$ cat src/rtl/timer_pkg.sv
// Shared definitions for the mm:ss preset/count controller: state codes, BCD field layout
// and small helpers on the four-digit entry word.
package timer_pkg;

    typedef logic [2:0] state_t;

    localparam state_t ST_IDLE  = 3'd0;
    localparam state_t ST_ENTRY = 3'd1;
    localparam state_t ST_LOAD  = 3'd2;
    localparam state_t ST_RUN   = 3'd3;
    localparam state_t ST_PAUSE = 3'd4;
    localparam state_t ST_DONE  = 3'd5;

    localparam int DIGIT_W  = 4;
    localparam int MIN_T_LO = 12;
    localparam int MIN_U_LO = 8;
    localparam int SEC_T_LO = 4;
    localparam int SEC_U_LO = 0;

    localparam logic [3:0] SEC_T_MAX = 4'd5;
    localparam logic [3:0] BCD_MAX   = 4'd9;

    // New key enters at seconds-units; minutes-tens drops off the top.
    function automatic logic [15:0] shift_in_digit(input logic [15:0] e, input logic [3:0] d);
        return {e[MIN_T_LO-1:SEC_U_LO], d};
    endfunction

    // A preset is usable only if non-zero and its seconds-tens digit is a legal 0..5.
    function automatic logic entry_loadable(input logic [15:0] e);
        return (e != 16'h0) && (e[SEC_T_LO +: DIGIT_W] <= SEC_T_MAX)
            && (e[MIN_U_LO +: DIGIT_W] <= BCD_MAX);
    endfunction

endpackage

$ cat src/rtl/timer_load_ctrl_if.sv
// Keypad/door side and counter-chain side signals of the load controller.
// master = the controller, slave = the environment (keypad, door switch, counter chain).
interface timer_load_ctrl_if;
    logic        key_valid;
    logic [3:0]  key_digit;
    logic        start;
    logic        stop;
    logic        door_closed;
    logic        chain_zero;
    logic [15:0] data;
    logic        loadn;
    logic        en;
    logic        chain_clearn;
    logic [15:0] entry;
    logic        running;
    logic        done;

    modport master (
        input  key_valid, key_digit, start, stop, door_closed, chain_zero,
        output data, loadn, en, chain_clearn, entry, running, done
    );

    modport slave (
        output key_valid, key_digit, start, stop, door_closed, chain_zero,
        input  data, loadn, en, chain_clearn, entry, running, done
    );
endinterface

$ cat src/rtl/tick_prescaler.sv
// Divides clk by TICK_DIV: tick is a combinational one-cycle pulse on the wrap cycle.
// Count freezes while run=0 so a paused period resumes where it left off.
module tick_prescaler #(
    parameter int TICK_DIV = 100
) (
    input  logic clk,
    input  logic clearn,
    input  logic clr,
    input  logic run,
    output logic tick
);
    localparam int CW = (TICK_DIV > 2) ? $clog2(TICK_DIV) : 1;
    localparam logic [CW-1:0] LAST = CW'(TICK_DIV - 1);

    logic [CW-1:0] cnt_q, cnt_d;

    always_comb begin
        cnt_d = cnt_q;
        tick  = 1'b0;
        if (clr) begin
            cnt_d = '0;
        end else if (run) begin
            if (cnt_q == LAST) begin
                cnt_d = '0;
                tick  = 1'b1;
            end else begin
                cnt_d = cnt_q + CW'(1);
            end
        end
    end

    always_ff @(posedge clk) begin
        if (!clearn) cnt_q <= '0;
        else         cnt_q <= cnt_d;
    end
endmodule

$ cat src/rtl/timer_load_ctrl.sv
// Keypad entry, preset load and count-strobe control for a BCD mm:ss down-counter chain.
// All outputs are registered and change in the cycle the state they belong to is entered.
module timer_load_ctrl
    import timer_pkg::*;
#(
    parameter int TICK_DIV    = 100,
    parameter int DONE_CYCLES = 8
) (
    input logic             clk,
    input logic             clearn,
    timer_load_ctrl_if.master bus
);
    localparam int DW = $clog2(DONE_CYCLES + 1);
    localparam logic [DW-1:0] DONE_LAST = DW'(DONE_CYCLES - 1);

    state_t         state_q, state_d;
    logic [15:0]    entry_q, entry_d;
    logic [15:0]    data_q, data_d;
    logic [DW-1:0]  done_cnt_q, done_cnt_d;
    logic           first_q, first_d;
    logic           loadn_q, loadn_d;
    logic           en_q, en_d;
    logic           chain_clearn_q, chain_clearn_d;
    logic           running_q, running_d;
    logic           done_q, done_d;

    logic           key_ok;
    logic           presc_clr;
    logic           presc_run;
    logic           tick;

    assign key_ok = bus.key_valid && (bus.key_digit <= BCD_MAX);

    // Prescaler advances only on cycles that stay in RUN, so the cycle that
    // leaves for PAUSE leaves the phase untouched for the resume.
    assign presc_clr = (state_q == ST_LOAD);
    assign presc_run = (state_q == ST_RUN) && (state_d == ST_RUN);

    tick_prescaler #(.TICK_DIV(TICK_DIV)) u_presc (
        .clk    (clk),
        .clearn (clearn),
        .clr    (presc_clr),
        .run    (presc_run),
        .tick   (tick)
    );

    always_ff @(posedge clk) begin
        if (!clearn) begin
            state_q        <= ST_IDLE;
            entry_q        <= 16'h0;
            data_q         <= 16'h0;
            done_cnt_q     <= '0;
            first_q        <= 1'b0;
            loadn_q        <= 1'b1;
            en_q           <= 1'b0;
            chain_clearn_q <= 1'b1;
            running_q      <= 1'b0;
            done_q         <= 1'b0;
        end else begin
            state_q        <= state_d;
            entry_q        <= entry_d;
            data_q         <= data_d;
            done_cnt_q     <= done_cnt_d;
            first_q        <= first_d;
            loadn_q        <= loadn_d;
            en_q           <= en_d;
            chain_clearn_q <= chain_clearn_d;
            running_q      <= running_d;
            done_q         <= done_d;
        end
    end

    always_comb begin
        state_d    = state_q;
        entry_d    = entry_q;
        done_cnt_d = done_cnt_q;
        first_d    = (state_q == ST_LOAD);
        case (state_q)
            ST_IDLE, ST_ENTRY: begin
                if (bus.stop && (state_q == ST_ENTRY)) begin
                    entry_d = 16'h0;
                    state_d = ST_IDLE;
                end else if (bus.start && bus.door_closed && entry_loadable(entry_q)) begin
                    state_d = ST_LOAD;
                end else if (key_ok) begin
                    entry_d = shift_in_digit(entry_q, bus.key_digit);
                    state_d = ST_ENTRY;
                end
            end
            ST_LOAD: state_d = ST_RUN;
            ST_RUN: begin
                // The chain is still absorbing the preset in the first RUN cycle.
                if (bus.stop || !bus.door_closed) begin
                    state_d = ST_PAUSE;
                end else if (bus.chain_zero && !first_q) begin
                    state_d    = ST_DONE;
                    done_cnt_d = '0;
                end
            end
            ST_PAUSE: begin
                if (bus.stop) begin
                    entry_d = 16'h0;
                    state_d = ST_IDLE;
                end else if (bus.start && bus.door_closed) begin
                    state_d = ST_RUN;
                end
            end
            ST_DONE: begin
                if (bus.stop || bus.key_valid || (done_cnt_q == DONE_LAST)) begin
                    state_d = ST_IDLE;
                end else begin
                    done_cnt_d = done_cnt_q + DW'(1);
                end
            end
            default: state_d = ST_IDLE;
        endcase
    end

    always_comb begin
        loadn_d        = (state_d != ST_LOAD);
        data_d         = (state_d == ST_LOAD) ? entry_q : data_q;
        en_d           = tick && (state_d == ST_RUN);
        running_d      = (state_d == ST_RUN);
        done_d         = (state_d == ST_DONE);
        chain_clearn_d = !((state_q == ST_PAUSE) && (state_d == ST_IDLE));
    end

    assign bus.data         = data_q;
    assign bus.loadn        = loadn_q;
    assign bus.en           = en_q;
    assign bus.chain_clearn = chain_clearn_q;
    assign bus.entry        = entry_q;
    assign bus.running      = running_q;
    assign bus.done         = done_q;
endmodule

$ cat src/flat_wrapper.sv
// flat-port wrapper written by rule: the top's interface ports become plain ports
module timer_load_ctrl_flat import timer_pkg::*;
#(
    parameter int TICK_DIV    = 100,
    parameter int DONE_CYCLES = 8
)
  (clk, clearn, bus_key_valid, bus_key_digit, bus_start, bus_stop, bus_door_closed, bus_chain_zero, bus_data, bus_loadn, bus_en, bus_chain_clearn, bus_entry, bus_running, bus_done);
  timer_load_ctrl_if bus_i ();
  input logic clk;
  input logic clearn;
  input wire logic [$bits(bus_i.key_valid)-1:0] bus_key_valid;
  input wire logic [$bits(bus_i.key_digit)-1:0] bus_key_digit;
  input wire logic [$bits(bus_i.start)-1:0] bus_start;
  input wire logic [$bits(bus_i.stop)-1:0] bus_stop;
  input wire logic [$bits(bus_i.door_closed)-1:0] bus_door_closed;
  input wire logic [$bits(bus_i.chain_zero)-1:0] bus_chain_zero;
  output wire logic [$bits(bus_i.data)-1:0] bus_data;
  output wire logic [$bits(bus_i.loadn)-1:0] bus_loadn;
  output wire logic [$bits(bus_i.en)-1:0] bus_en;
  output wire logic [$bits(bus_i.chain_clearn)-1:0] bus_chain_clearn;
  output wire logic [$bits(bus_i.entry)-1:0] bus_entry;
  output wire logic [$bits(bus_i.running)-1:0] bus_running;
  output wire logic [$bits(bus_i.done)-1:0] bus_done;
  assign bus_i.key_valid = bus_key_valid;
  assign bus_i.key_digit = bus_key_digit;
  assign bus_i.start = bus_start;
  assign bus_i.stop = bus_stop;
  assign bus_i.door_closed = bus_door_closed;
  assign bus_i.chain_zero = bus_chain_zero;
  assign bus_data = bus_i.data;
  assign bus_loadn = bus_i.loadn;
  assign bus_en = bus_i.en;
  assign bus_chain_clearn = bus_i.chain_clearn;
  assign bus_entry = bus_i.entry;
  assign bus_running = bus_i.running;
  assign bus_done = bus_i.done;
  timer_load_ctrl #(.TICK_DIV(TICK_DIV), .DONE_CYCLES(DONE_CYCLES)) u_core (.clk(clk), .clearn(clearn), .bus(bus_i));
endmodule
$ cat config.mk
export PLATFORM = sky130hd
export DESIGN_NAME = timer_load_ctrl_flat
export DESIGN_NICKNAME = d
export VERILOG_FILES = /design/src/rtl/timer_pkg.sv /design/src/rtl/timer_load_ctrl_if.sv /design/src/rtl/tick_prescaler.sv /design/src/rtl/timer_load_ctrl.sv /design/src/flat_wrapper.sv
export SDC_FILE = /design/constraint.sdc
export NUM_CORES = 1
export LEC_CHECK = 0
export CAP_MARGIN = 10
export CORE_MARGIN = 2
export CORE_UTILIZATION = 50
export DETAILED_ROUTE_END_ITERATION = 8
export PLACE_DENSITY = 0.9
export SYNTH_ARGS = -nofsm -noshare
export SYNTH_HDL_FRONTEND = slang
export SYNTH_SLANG_ARGS = --single-unit
$ cat constraint.sdc
create_clock -name clk -period 2.4 [get_ports clk]
set_clock_uncertainty 0.1 [all_clocks]
set_input_delay 0.36 -clock clk [delete_from_list [all_inputs] [get_ports clk]]
set_output_delay 0.36 -clock clk [all_outputs]
set_load 0.05 [all_outputs]
Word level (Yosys, flattened, before mapping)
Index checks and enable logic that the tools add are counted.
Storage, ports and cells
  bits in registers: 52
  bits of input ports: 11
  output and inout bits: 37
Operators by class
  $add $sub $neg: 2
  order comparisons: 3
  equality and inequality tests: 17
  multiplexer cells: 22
  bitwise logic cells: 1
  reduce and logical (&&, ||, !) cells: 25
Operators by type and width (number)
  $mux W16: 4
  $pmux W16 S2: 1
  $mux W3: 8
  $reduce_bool A16 Y1: 1
  $pmux W3 S5: 1
  $eq A3 B2 Y1 const B: 4
  $mux W4: 3
  $logic_and A1 B1 Y1: 10
  $eq A3 B3 Y1 const B: 3
  $le A4 B4 Y1 const B: 2
  $ne A2 B2 Y1 const B: 4
  $pmux W4 S2: 1
  $reduce_and A4 Y1: 2
  $add A7 B1 Y7 const B: 1
  $eq A7 B7 Y1 const B: 1
  $mux W7: 1
  $logic_not A3 Y1: 2
  $ne A3 B2 Y1 const B: 2
  $add A4 B1 Y4 const B: 1
  $eq A4 B3 Y1 const B: 1
  $le A4 B3 Y1 const B: 1
  $reduce_bool A2 Y1: 2
  $reduce_or A2 Y1: 2
  $eq A3 B1 Y1 const B: 1
  other kinds (5): 11

Depth between registers and ports, before layout
Gate-level depths: netlist (run 1).
  depth after elaboration: 12
  depth in mapped cells: 6
  mapped depth without buffers: 5

By module
From an unflattened synthesis (run 1), not the netlist that was laid out.
Unflattened totals
  cell total of the unflattened synthesis: 233
  area total of the unflattened synthesis: 2205.9 um^2
By module, submodules not included
  timer_load_ctrl: instances 1, cells each 196, area an instance 1825.5 um^2, seq. area each 900.9 um^2
  tick_prescaler: instances 1, cells each 37, area an instance 380.4 um^2, seq. area each 140.1 um^2

Least setup slack after synthesis (run 1)
Ideal clock, no wire load.
  path kind: reg-to-reg
  from: register u_core.entry_q[9], in the netlist u_core.bus.entry[9]
  to: register u_core.entry_q[0], in the netlist u_core.bus.entry[0]
  setup time: 0.122 ns
  arrival: 1.769 ns
  path slack: 0.409 ns
  cell stages (with the launch flop): 6
  path buffers: 1
  cells stage by stage: dfxtp_1 > nor4_1 > nand4_1 > a311oi_2 > buf_4 > o22ai_1
On the way
  cells in the longest elaborated chain, start to end: 6
  elaborated cells between the ends (all ways): 7
  classes of those cells: order compare: 1; eq/ne: 1; reduce/logical: 5
RTL lines
  from (decl): RTL line timer_load_ctrl.sv:17  | logic [15:0] entry_q, entry_d;
  from (signal assigned): RTL line timer_load_ctrl.sv:61  | entry_q <= entry_d;
  branches (longest 2 deep; another with $le A4 B4 Y1)
  $logic_and A1 B1 Y1 (*): RTL line timer_pkg.sv:31  | && (e[MIN_U_LO +: DIGIT_W] <= BCD_MAX);
  $logic_and A1 B1 Y1 (*): RTL line timer_load_ctrl.sv:83  | end else if (bus.start && bus.door_closed && entry_loadable(entry_q)) begin
  $ne A3 B2 Y1 (no source line) (*)
  $reduce_and A4 Y1 (no source line) (*)
Every way passes the cells marked *.
A chain may end at the register's enable or synchronous reset.

Worst setup path in the final report (run 1)
  from: register u_core.entry_q[6], in the netlist u_core.bus.entry[6]
  to: output bus_entry[6]
RTL lines
  to (decl): RTL line flat_wrapper.sv:21  | output wire logic [$bits(bus_i.entry)-1:0] bus_entry;
No word-level cell between the ends.

==> impl_metrics.csv, run 1 <==
group,metric,value,unit
run_status,status,"finished, final reports clean",
power,p_per_area,589,mW/mm^2
power,p_total,0.00170,W
logic_synthesis,netlist_area,0.00223,sq mm
clocking,cts_buffer_depth,2,
sta,drv_slew,0,
global_routing,grt_overflow_total,0,
logic_synthesis,yosys.cell_types.count,50,
drt,vias_per_cell,5.63,
worst_setup_path,cp.buffers_inverters,1,
drt,ant_nets,0,
floorplanning,die_h,70.8,um
worst_setup_path,slowest_stage,"clkdlybuf4s50_1",
logic_synthesis,yosysWarnings,0,
worst_setup_path,path_cells,"clkdlybuf4s50_1",
cells_and_area,area_growth,29.0,%
cells_and_area,drive_gt1_share,8.53,%
floorplanning,rows,24,
cells_and_area,antenna_cells,0,
global_routing,grt-busiest-layer,"met2",
sta,timing.setup.tns,0,ps
cells_and_area,mostFrequentLayoutCell,"dfxtp_1",
place,port_buffers,47,
drt,firstDrtPassIters,4,
min_path,min_path_type,"register to register",
clocking,cts_hold_buf,0,
floorplanning,initial_utilization,51.6,%
place,place_ws,171,ps
drt,vias,1943,
sta,whs,364,ps
worst_setup_path,critPathMaxFanout,5,
clocking,cts.clk_slew.worst_paths,90,ps
sta,fmax,478,MHz
clocking,cts_tree,"done",
clocking,cts_sinks,52,
global_routing,grt_util_all_layers,21.3,%
cells_and_area,instances_no_fill,345,
logic_synthesis,ys_seq_area_share,46.6,%
sta,slew_headroom,66.0,%
run,drv_cap,0,
worst_setup_path,slowest_delay,850,ps
logic_synthesis,mappedNetlistNets,254,
power,p_leak,1.08,nW
logic_synthesis,synth-seq-cells,52,
drt,drt_iter0_markers,181,
worst_setup_path,path_class,"register to output port",
global_routing,grt_max_degree,39,
logic_synthesis,ys.flop_type,"dfxtp_1",
drt,avgRoutedWirePerCell,14.6,um
clocking,post_cts_buffers,0,
floorplanning,core,0.00432,sq mm
cells_and_area,fill_cells,347,
worst_setup_path,setup.worst_path.start_class,"register",
logic_synthesis,syn-instance-count,241,
global_routing,use_met2,32.8,%
global_routing,grt_pass1_vias,1812,
global_routing,use_met3,5.84,%
floorplanning,dieArea,0.00501,sq mm
place,place_inst,337,
clocking,clockRootBuffer,"clkbuf_8",
clocking,insertion_delay,320,ps
power,ir_drop,0.341,mV
worst_setup_path,cp-end-kind,"output port",
cells_and_area,mostFrequentLayoutCells,"dfxtp_1, clkdlybuf4s50_1, nand2_1",
cells_and_area,multi_input_area,0.00105,sq mm
drt,wl,5050,um
place,dpl.hpwl,3700,um
global_routing,grt_pass1_wl,8560,um
logic_synthesis,synth.avg_cell_area,9.26,sq um
floorplanning,die_x,70.8,um
global_routing,antenna_found_initial,0,
clocking,htreeDepth,2,
worst_setup_path,cp_data_required_time,1940,ps
sta,post-route-min-period,2090,ps
clocking,numCtsBuffers,5,
global_routing,met1_usage,28.7,%
clocking,cts.repair.resized,0,
place,gp_congestion,0.886,
drt,remaining_drc_errors,0,
sta,hold_violations,0,
sta,rsz0062_at_grt,"no",
cells_and_area,final-seq-area,0.00104,sq mm
logic_synthesis,synthArstFlopShare,0,%
sta,worst_pin_slew,508,ps
floorplanning,io-pin-count,48,
logic_synthesis,synth_edf_count,0,
sta,setup_slack,306,ps
sta,post-route-period-util,87.3,%
worst_setup_path,arrival,1630,ps
sta,setup_viol,0,
cells_and_area,nNetsFinal,305,
worst_setup_path,crit_family,"buffers and inverters",
[power by group]
part / internal [W] / total, W / switching [W]
Clock: 0.000234 / 0.000532 / 0.000299
Combinational: 0.000101 / 0.000257 / 0.000156
Sequential: 0.000879 / 0.000907 / 0.0000282
[cells in the mapped netlist (3+ instances only)]
master     n  area [sq um]
nand3_1    6          30.0
buf_2      4          20.0
inv_1     20          75.1
or3_1      4          25.0
nor3_1     7          35.0
o21ai_0    7          35.0
nand4_1    7          43.8
nor2b_1    3          18.8
nor4_1     5          31.3
o22ai_1   15          93.8
clkbuf_1   5          18.8
a21oi_1    6          30.0
nand2b_1   3          18.8
dfxtp_1   52          1040
nand2_1   36           135
a21boi_1   3          22.5
nor2_1     3          11.3
mux2i_1   16           160
[per-stage QoR]
step	util (%)	instance area, sq um
2_1_floorplan	-	2230
3_3_place_gp	64.4	2780
3_5_place_dp	64.4	2780
4_1_cts	66.6	2880
5_1_grt	66.6	2880
6_report	66.6	2880
[cell type report]
cell class / instances / area share, %
clock inverter: 2 / 0.521
timing repair buffer: 56 / 19.1
sequential: 52 / 36.1
inverter: 20 / 2.61
clock buffer: 6 / 2.87
multi-input combinational: 157 / 36.5
tap: 52 / 2.26
[worst register-to-register path, stage by stage, from the launching register on]
cell      delay, ps
dfxtp_1         630
nand2b_4         90
or4_1           620
a2111o_1        450
nand2_1          70
[kinds of logic after synthesis]
kind of cell	after synthesis	share of synthesized area, %
simple gates	86	21.0
xor+xnor	3	1.18
fa+ha+maj	2	1.12
compound gates	50	16.6
buf+inv	32	6.28
mux	16	7.17
flops	52	46.6
[path summary, 6_finish.rpt]
path | from | endpoint | slack (ps) | cells after the start
setup / recovery | u_core.bus.entry[6] | bus_entry[6] | 310 | 1
hold / removal | u_core.bus.data[6] | u_core.bus.data[6] | 360 | 2
setup reg to reg | u_core.state_q[0] | u_core.done_cnt_q[2] | 390 | 4
hold reg to reg | u_core.bus.data[6] | u_core.bus.data[6] | 360 | 2
[layer usage]
metal / part of all wire, % / wire [um] / up-vias
met5: 0 / 0 / -
met4: 1.5 / 74 / 0
met3: 5.7 / 289 / 8
met2: 49 / 2460 / 61
met1: 44 / 2230 / 906
li1: - / - / 968
[state kept, by name, indices dropped and copies added (netlist names)]
register and cells:
u_core.bus.data 16, u_core.bus.entry 16, u_core.u_presc.cnt_q 7, u_core.done_cnt_q 4, u_core.state_q 3, u_core.bus.chain_clearn 1
u_core.bus.done 1, u_core.bus.en 1, u_core.bus.loadn 1, u_core.bus.running 1, u_core.first_q 1
(Power assumes the default switching activity.)
==> run 2: changes to the inputs <==
Settings changed: TNS_END_PERCENT set to 5.
==> results of run 2 <==
No change in the layout: final DEF, timing and power equal those of run 1.
==> run 3: changes to the inputs <==
Settings changed: HOLD_SLACK_MARGIN set to 0.15, PLACE_DENSITY 0.9 to not set, PLACE_DENSITY_LB_ADDON set to 0.1.
==> run 3 against run 2 <==
Compared with the run above: final cell count up 0.29%; largest power group unchanged; critical path type unchanged; routed wire length down 5.2%; first-iteration DRC count down 25%.
==> impl_metrics.csv, run 3 (synthesized netlist as in run 1, its figures left out) <==
group,metric,value,unit
worst_setup_path,cp.buffers_inverters,1,
place,dpl.hpwl,3610,um
global_routing,grt_overflow_total,0,
worst_setup_path,path_class,"register to output port",
floorplanning,die_x,70.8,um
sta,drv_slew,0,
sta,slew_headroom,60.7,%
drt,vias,1915,
drt,ant_nets,0,
place,placed_area,0.00279,sq mm
global_routing,grt_max_degree,22,
cells_and_area,mostFrequentLayoutCells,"dfxtp_1, clkdlybuf4s50_1, nand2_1",
sta,fmax,485,MHz
worst_setup_path,cp-end-kind,"output port",
floorplanning,io-pin-count,48,
global_routing,grt_pass1_wl,8350,um
run,drv_cap,0,
place,port_buffers,47,
floorplanning,rows,24,
clocking,htreeDepth,2,
clocking,numCtsBuffers,5,
drt,vias_per_cell,5.53,
min_path,min_path_type,"register to register",
run_status,status,"finished, final reports clean",
cells_and_area,fill_cells,410,
cells_and_area,area_growth,28.3,%
sta,post-route-period-util,85.9,%
clocking,cts.repair.resized,0,
worst_setup_path,slowest_stage,"clkdlybuf4s50_1",
clocking,insertion_delay,300,ps
worst_setup_path,cp_data_required_time,1940,ps
global_routing,grt_util_all_layers,20.8,%
power,internal_power,0.00118,W
power,p_per_area,565,mW/mm^2
global_routing,grt_pass1_vias,1802,
power,p_leak,1.08,nW
cells_and_area,drive_gt1_share,8.50,%
power,ir_drop,0.293,mV
sta,post-route-min-period,2060,ps
sta,whs,361,ps
drt,firstDrtPassIters,4,
cells_and_area,final_area,0.00286,sq mm
worst_setup_path,arrival,1600,ps
sta,worst_pin_slew,584,ps
worst_setup_path,critPathMaxFanout,5,
power,p_switching,0.000439,W
worst_setup_path,crit_family,"buffers and inverters",
floorplanning,dieArea,0.00501,sq mm
floorplanning,initial_utilization,51.6,%
clocking,cts_sinks,52,
worst_setup_path,slowest_delay,850,ps
power,sequentialPowerShare,56.0,%
drt,drt_iter0_markers,136,
drt,avgRoutedWirePerCell,13.8,um
cells_and_area,antenna_cells,0,
clocking,clockRootBuffer,"clkbuf_8",
global_routing,antenna_found_initial,0,
cells_and_area,mostFrequentLayoutCell,"dfxtp_1",
power,p_comb_share,15.6,%
drt,wl,4780,um
sta,timing.setup.tns,0,ps
clocking,cts_hold_buf,0,
sta,rsz0062_at_grt,"no",
worst_setup_path,setup.worst_path.start_class,"register",
drt,remaining_drc_errors,0,
sta,hold_violations,0,
sta,setup_viol,0,
floorplanning,core,0.00432,sq mm
clocking,cts_tree,"done",
place,gp_congestion,0.815,
clocking,post_cts_buffers,0,
cells_and_area,nNetsFinal,307,
clocking,cts_buffer_depth,2,
power,clkPwrFrac,28.4,%
cells_and_area,final_util,66.2,%
clocking,cts.clk_slew.worst_paths,90,ps
floorplanning,die_h,70.8,um
power,swShare,27.2,%
worst_setup_path,path_cells,"clkdlybuf4s50_1",
-- run 3: layout make-up --
type                       count  area, sq um  area share, %
inverter                      20         75.1           2.62
timing repair buffer          58          553           19.3
sequential                    52         1040           36.4
clock buffer                   6         72.6           2.53
tap                           52         65.1           2.27
multi-input combinational    157         1050           36.7
clock inverter                 1         5.00          0.175
-- run 3: path summary, 6_finish.rpt --
check,slack [ps],endpoint,startpoint,depth (start not counted)
hold / removal,360,u_core.bus.data[11],u_core.bus.data[11],2
setup / recovery,340,bus_entry[6],u_core.bus.entry[6],1
hold reg to reg,360,u_core.bus.data[11],u_core.bus.data[11],2
setup reg to reg,400,u_core.done_cnt_q[2],u_core.state_q[0],4
-- run 3: power groups by stage --
stage                     clock network (W)  registers [W]  logic, W
after floorplan                           0       0.000953  0.000142
after global placement                    0       0.000926  0.000253
after detailed placement                  0       0.000926  0.000253
after CTS                          0.000480       0.000906  0.000254
after global routing               0.000522       0.000909  0.000274
final                              0.000458       0.000906  0.000253
-- run 3: stage by stage --
stage          setup WS, ps  instances  total power [W]
2_1_floorplan           409        241          0.00110
3_3_place_gp            188        339          0.00118
3_5_place_dp            153        339          0.00118
4_1_cts                 322        346          0.00164
5_1_grt                 274        346          0.00170
6_report                338        346          0.00162
-- run 3: metal layers --
layer	wire, um	vias up	GRT usage, %
li1	-	973	-
met1	2200	885	27.4
met2	2280	51	33.9
met3	231	6	4.70
met4	64	0	7.34
met5	0	-	0
